`config.mk`:
```
export PLATFORM = sky130hd
export DESIGN_NAME = fifo_param
export DESIGN_NICKNAME = d
export VERILOG_FILES = /design/src/rtl/fifo_param.sv
export SDC_FILE = /design/constraint.sdc
export NUM_CORES = 1
export LEC_CHECK = 0
export BUFFER_PORTS_ARGS = -buffer_cell sky130_fd_sc_hd__buf_2
export CAP_MARGIN = 20
export CORE_ASPECT_RATIO = 1.4
export CORE_MARGIN = 5
export CORE_UTILIZATION = 60
export DETAILED_ROUTE_END_ITERATION = 16
export GPL_ROUTABILITY_DRIVEN = 0
export PLACE_DENSITY = 0.83
export REMOVE_ABC_BUFFERS = 1
export SYNTH_ARGS = -nofsm -noshare
export SYNTH_HDL_FRONTEND = slang
export SYNTH_SLANG_ARGS = --single-unit
```
`constraint.sdc`:
```
create_clock -name clk -period 6.54 [get_ports clk]
set_input_delay 1.308 -clock clk [delete_from_list [all_inputs] [get_ports clk]]
set_output_delay 1.308 -clock clk [all_outputs]
set_load 0.1 [all_outputs]
```
`src/rtl/fifo_param.sv`:
```
// Parametrised synchronous FIFO with registered read data, occupancy count,
// programmable almost-full/almost-empty thresholds, sticky overflow/underflow
// flags and a synchronous flush.
//
// Transfer semantics: a write is taken on a rising edge when wen is high and
// the FIFO is not full, or a read is taken in the same edge. A read is taken
// when ren is high and the FIFO is not empty. Its data appears on dout with
// dout_valid high for the whole following cycle. flush overrides both
// requests. There is no fall-through, so a read of an empty FIFO is rejected
// even when a write arrives in the same cycle.
module fifo_param #(
  parameter int WIDTH    = 32,
  parameter int DEPTH    = 8,
  parameter int AF_LEVEL = DEPTH - 2,
  parameter int AE_LEVEL = 2
) (
  input  logic                     clk,
  input  logic                     rst_n,
  input  logic [WIDTH-1:0]         di,
  input  logic                     wen,
  input  logic                     ren,
  input  logic                     flush,
  output logic [WIDTH-1:0]         dout,
  output logic                     dout_valid,
  output logic                     full,
  output logic                     empty,
  output logic                     almost_full,
  output logic                     almost_empty,
  output logic [$clog2(DEPTH):0]   count,
  output logic                     overflow,
  output logic                     underflow
);

  localparam int AW = $clog2(DEPTH);
  localparam int PW = AW + 1;

  // Pointers carry one extra wrap bit so full and empty can be told apart.
  logic [PW-1:0]    wptr;
  logic [PW-1:0]    rptr;
  logic [WIDTH-1:0] mem [DEPTH];

  logic rd_acc;
  logic wr_acc;

  // Status is decoded from the pointer registers only, never from inputs.
  assign empty        = (wptr == rptr);
  assign full         = (wptr[AW-1:0] == rptr[AW-1:0]) && (wptr[AW] != rptr[AW]);
  assign count        = wptr - rptr;
  assign almost_full  = (count >= PW'(AF_LEVEL));
  assign almost_empty = (count <= PW'(AE_LEVEL));

  // A read frees a slot, so a full FIFO can still take a simultaneous write.
  assign rd_acc = ren && !empty && !flush;
  assign wr_acc = wen && (!full || (ren && !empty)) && !flush;

  // Pointers, read data register and sticky error flags.
  always_ff @(posedge clk or negedge rst_n) begin
    if (!rst_n) begin
      wptr       <= '0;
      rptr       <= '0;
      dout       <= '0;
      dout_valid <= 1'b0;
      overflow   <= 1'b0;
      underflow  <= 1'b0;
    end else if (flush) begin
      wptr       <= '0;
      rptr       <= '0;
      dout_valid <= 1'b0;
      overflow   <= 1'b0;
      underflow  <= 1'b0;
    end else begin
      dout_valid <= rd_acc;
      if (rd_acc) begin
        dout <= mem[rptr[AW-1:0]];
        rptr <= rptr + 1'b1;
      end
      if (wr_acc) begin
        wptr <= wptr + 1'b1;
      end
      if (wen && full && !(ren && !empty)) begin
        overflow <= 1'b1;
      end
      if (ren && empty) begin
        underflow <= 1'b1;
      end
    end
  end

  // Storage array; contents survive reset and flush.
  always_ff @(posedge clk) begin
    if (wr_acc) begin
      mem[wptr[AW-1:0]] <= di;
    end
  end

endmodule
```
==> metrics, run 1 <==
GRT overflow 0; clk_skew 0.01694 ns; # nets final 694; H-tree Lvls 1; DP Worst Slack 2.772 ns; core area 19070 um2; cell area after placement 12130 um2; initial antenna violation count 1; setup ws final 2.241 ns; largest net degree at the start of global routing 66; wire per inst 24.69 um; #FFs+latches synth 299; dpl cells 871; first-pass GRT wire length 35380 um; unrepaired setup endpoints after global routing false; routed vias 5537; placement row count 60; Compound-Gate Fraction of Synth Area 2.582%; final worst-path cycle share 65.73%; Top Ports 80; Synth Instances 561; Worst-Skew Late Latency 0.53 ns; WL final 22690 um; Worst setup EP type output port; CP arrival 2.99 ns; Max Slew Vio Count 0; multiplexer share of the synthesized area 15.43%; Vias/cell 6.025; Setup TNS 0 ns; Power Total 5.371 mW; main combinational cell family by area after synthesis multiplexers; Final ANT Viol Nets 0; Final Cell Area 13080 um2; TritonCTS buffer count 26; fmax 0.2326 GHz; first drt pass iteration count 5; Area growth, synth to finish 13.92%; number of port buffers 79; Largest stage delay, worst path 0.89 ns; final hold viol count 0; Initial Util 60.23%; crit path time final 4.299 ns; leading cell type in the layout, fill and taps excluded edfxtp_1; Yosys warnings 0; Post-CTS Setup Inserts 0; Finished Core Util 68.62%; Max-cap violations 0; # resized after CTS 0; post-synthesis adder-cell area fraction 0.7190%; gr usage total 21.17%; clock tree buffer depth 3; Finished Layout Cells 919; Power Density 410.5 nW/um2; die area 22050 um2; Root Buffer Master clkbuf_16; crit path kind flip-flop to output port; Cell Area, Synth 11480 um2; Syn Area/Cell 20.47 um2; CTS sink cnt 299; Worst-path clk slew 0.07 ns; Die Ht 173.7 um; CTS tree yes; number of remaining DRC errors 0; Crit path top cell by count o21ai_0; die width 126.9 um; critical path buffer and inverter count 2; Hold Buf Count CTS 0; layout cells sized above 1 32.19%; Lkg Pwr 4.435 nW; DP HPWL 11570 um; Hold Crit Class flip-flop to flip-flop; vias in the first global route 5996; Max FO, Critical Path 31; hold slack final 0.4800 ns; outcome complete, no violations; final setup violating endpoints 0; crit path max-delay cell type dfrtp_2; post-synthesis sequential area ratio 76.30%; most frequent cells in the layout 256 x edfxtp_1, 79 x buf_2, 64 x mux4_2; Critical Path RT 5.23 ns; crit-path leading delay family flip-flops; post-synthesis simple-gate area fraction 2.397%; worst path cell trace inv_1 > ha_1 > nor2b_1 > o21ai_0 > a21oi_1 > o21ai_0 > buf_2; xor/xnor cell area share of the yosys netlist 0.5883%; number of diodes 0; slew margin rel. 34.39%; Unique masters post-synth 33; DR iter-0 viols 541; worst slew pin tran 0.9842 ns; Startpoint Class flip-flop; Max VDD drop 231.6 uV
## registers in the layout, summed over array words and instances, names as in the netlist
| signal | flops |
|---|---|
| underflow | 1 |
| mem | 256 |
| dout_valid | 1 |
| dout | 32 |
| rptr | 4 |
| wptr | 4 |
| overflow | 1 |
## cells by family after synthesis
logic type	count (synthesis)
flops	299
mux	97
simple gates	65
compound gates	51
buf+inv	37
xor+xnor	6
fa+ha+maj	6
## area by class of cell
cell class	instances	area (um2)
repair buffers	90	478.0
clock buffers	33	738.2
inverters	9	33.78
fillers	1200	5984
multi-input cells	225	2540
flip-flops and latches	299	8770
clock inverters	15	214.0
well taps	248	310.3
## cell usage after synthesis (all sizes together)
library cell	n	area, um2
clkbuf	8	30.03
buf	20	163.9
ha	5	62.56
nor3	3	15.01
o31ai	1	21.27
or3	1	6.260
mux2i	33	330.3
nor2b	1	6.260
a31o	1	8.760
o31a	1	8.760
o21ai	36	180.2
nand3	2	10.01
a21oi	7	35.03
edfxtp	256	7687
nor2	12	45.04
o211ai	3	27.52
nand2	38	142.6
xor2	3	33.79
o21a	2	15.01
inv	9	33.78
nor4	4	25.02
fa	1	20.02
xnor2	3	33.79
dfrtp	43	1076
and3	4	25.02
mux4	64	1441
## tightest hold or removal path, delay by kind of cell, from the launching register on
| family | cells | cell delay (ns) |
|---|---|---|
| compound gates | 1 | 0.06 |
| simple gates | 1 | 0.05 |
| flops | 1 | 0.34 |
## routing by layer
metal  routed length, um  GRT usage [%]  part of all wire [%]  vias to the layer above
met2               12300          37.32                    54                      229
li1                    -              -                     -                     2422
met1                8436          27.51                    37                     2848
met5                   7              0                 0.031                        -
met3                1525          3.483                   6.7                       36
met4                 420          5.725                   1.9                        2
## report_power, final
group / internal, mW / switching, mW / total [mW] / leakage (nW)
Sequential: 2.19 / 0.0941 / 2.29 / 2.86
Combinational: 0.286 / 1.13 / 1.41 / 1.12
Clock: 1.00 / 0.671 / 1.67 / 0.459
Total: 3.48 / 1.89 / 5.37 / 4.44
## path summary, 6_finish.rpt
check	slack, ns	endpoint	cells past startpoint	from
max in group asynchronous	5.12	rptr[0]	2	rst_n
min in group asynchronous	0.90	dout[3]	2	rst_n
min	0.48	dout[14]	2	dout[14]
min reg2reg	0.48	dout[14]	2	dout[14]
max	2.24	almost_full	7	rptr[1]
max reg2reg	3.21	mem[2][20]	6	rptr[1]
Note: power is estimated with default switching activity, not from simulation.
==> run 2, diff against run 1 <==
CORE_UTILIZATION = 54   (was 60)
PLACE_DENSITY = 0.79   (was 0.83)
clock period = 3.65 ns   (was 6.54 ns; I/O delays follow)
==> run 2 against run 1 <==
  * Global-route usage shrank 2.3 points
  * Wire length is 0.47% lower
  * Via count shrank 0.52%
  * Largest cell class unchanged
==> metrics, run 2 (synthesis results as in run 1) <==
outcome complete, no violations (unchanged); Startpoint Class flip-flop (unchanged); CTS tree yes (unchanged); unrepaired setup endpoints after global routing false (unchanged); Final ANT Viol Nets 0 (unchanged); Finished Core Util 62.01% (was 68.62%); crit-path leading delay family adder cells (was flip-flops); crit path max-delay cell type dfrtp_1 (was dfrtp_2); # nets final 695 (was 694); Worst-path clk slew 0.07 ns (about the same); largest net degree at the start of global routing 68 (was 66); Layout fillers 1411 (was 1200); critical path buffer and inverter count 3 (was 2); Hold Buf Count CTS 0 (unchanged); Final Cell Area 13050 um2 (was 13080 um2); Finished Layout Cells 933 (was 919); first-pass GRT wire length 35110 um (was 35380 um); number of remaining DRC errors 0 (unchanged); Seq pwr share 42.8% (was 42.6%); most frequent cells in the layout 256 x edfxtp_1, 79 x buf_2, 64 x mux4_2 (unchanged); TritonCTS buffer count 26 (unchanged); H-tree Lvls 1 (unchanged); layout cells sized above 1 31.85% (was 32.19%); Switch Pwr 3.352 mW (was 1.893 mW); fmax 0.2997 GHz; Power Density 725.9 nW/um2 (was 410.5 nW/um2); CTS sink cnt 299 (unchanged); Post-CTS Setup Inserts 0 (unchanged); Area growth, synth to finish 13.64% (was 13.92%); Gate power share 27.3% (was 26.3%); GRT overflow 0 (unchanged); crit path kind flip-flop to output port (unchanged); Die Ht 182.6 um (was 173.7 um); Max FO, Critical Path 8 (was 31); Max-cap violations 0 (unchanged); worst path cell trace inv_1 > ha_1 > fa_1 > inv_1 > a21oi_1 > o21a_1 > buf_2 (was inv_1 > ha_1 > nor2b_1 > o21ai_0 > a21oi_1 > o21ai_0 > buf_2); Hold Crit Class primary input to asynchronous set/reset pin (was flip-flop to flip-flop); Largest stage delay, worst path 0.50 ns (was 0.89 ns); final hold viol count 0 (unchanged); crit path time final 3.337 ns; WL final 22580 um (was 22690 um); dpl cells 884 (was 871); leading cell type in the layout, fill and taps excluded edfxtp_1 (unchanged); gr usage total 18.84% (was 21.17%); clk_skew 0.02121 ns (was 0.01694 ns); wire per inst 24.20 um (was 24.69 um); Worst-Skew Late Latency 0.52 ns (was 0.53 ns); routed vias 5508 (was 5537); hold slack final 0.3202 ns (was 0.4800 ns); Max Slew Vio Count 0 (unchanged); core area 21050 um2 (was 19070 um2); vias in the first global route 6013 (was 5996); CP arrival 2.61 ns (was 2.99 ns); Worst setup EP type output port (unchanged); max FFs per register 256 (unchanged); DR iter-0 viols 472 (was 541); Top Ports 80 (unchanged); final worst-path cycle share 91.43%; Crit path top cell by count inv_1 (was o21ai_0); die width 133.3 um (was 126.9 um); Initial Util 54.57% (was 60.23%); die area 24330 um2 (was 22050 um2); setup ws final 0.3129 ns (was 2.241 ns); Setup TNS 0 ns (unchanged); Net Sw Frac 35.38% (was 35.24%); DP Worst Slack 0.8006 ns (was 2.772 ns); # resized after CTS 0 (unchanged); placement row count 63 (was 60); Clock power frac 29.8% (was 31.1%); Max VDD drop 483.4 uV (was 231.6 uV); slew margin rel. 35.85% (was 34.39%); Critical Path RT 2.92 ns (was 5.23 ns); Internal Power 6.122 mW (was 3.478 mW); DP HPWL 11810 um (was 11570 um); initial antenna violation count 3 (was 1); Root Buffer Master clkbuf_16 (unchanged); Lkg Pwr 4.427 nW (was 4.435 nW); clock tree buffer depth 3 (unchanged); number of port buffers 79 (unchanged); worst slew pin tran 0.9622 ns (was 0.9842 ns); cell area after placement 12150 um2 (was 12130 um2); final setup violating endpoints 0 (unchanged); Vias/cell 5.904 (was 6.025); first drt pass iteration count 5 (unchanged); Power Total 9.474 mW (was 5.371 mW)
-- run 2: path summary, 6_finish.rpt --
path                            startpoint           end  slack [ns]  cells after the start
worst min register to register     dout[8]       dout[8]        0.48                      2
min in group clk                     di[7]     mem[0][7]        0.47                      1
worst max register to register     wptr[0]    mem[2][22]        0.74                      6
worst max-delay path               wptr[0]  almost_empty        0.31                      7
worst min-delay path                 rst_n      dout[15]        0.32                      1
max in group asynchronous            rst_n      dout[27]        2.56                      2
-- run 2: power by group through the flow --
| stage | registers [mW] | logic [mW] | clock network [mW] |
|---|---|---|---|
| 6_report | 4.06 | 2.59 | 2.83 |
| 5_1_grt | 4.08 | 2.72 | 3.01 |
| 4_1_cts | 4.06 | 2.61 | 2.86 |
| 3_5_place_dp | 4.12 | 2.59 | 0 |
| 3_3_place_gp | 4.11 | 2.56 | 0 |
| 2_1_floorplan | 5.49 | 0.768 | 0 |
-- run 2: worst reg2reg max path, delay by kind of cell (launching register included) --
kind                       cells  cell delay [ns]
DFF                            1             0.50
and+or+nand+nor                3             1.41
adders and majority gates      1             0.33
buffers and inverters          1             0.11
AOI/OAI and AO/OA              1             0.16
-- run 2: cell type report --
cell class | count | area, um2 | share of cell area [%]
antenna | 1 | 2.502 | 0.01917
timing repair buffer | 91 | 485.5 | 3.720
inverter | 9 | 33.78 | 0.2588
tap | 260 | 325.3 | 2.493
sequential | 299 | 8770 | 67.19
clock inverter | 16 | 180.2 | 1.380
multi-input combinational | 225 | 2540 | 19.46
clock buffer | 32 | 714.4 | 5.474
-- run 2: per-layer routing --
layer,GRT usage [%],up-vias,routed length [um]
met2,33.34,181,12100
li1,-,2429,-
met4,5.887,4,449
met3,2.813,33,1226
met1,24.23,2861,8779
met5,0,-,23
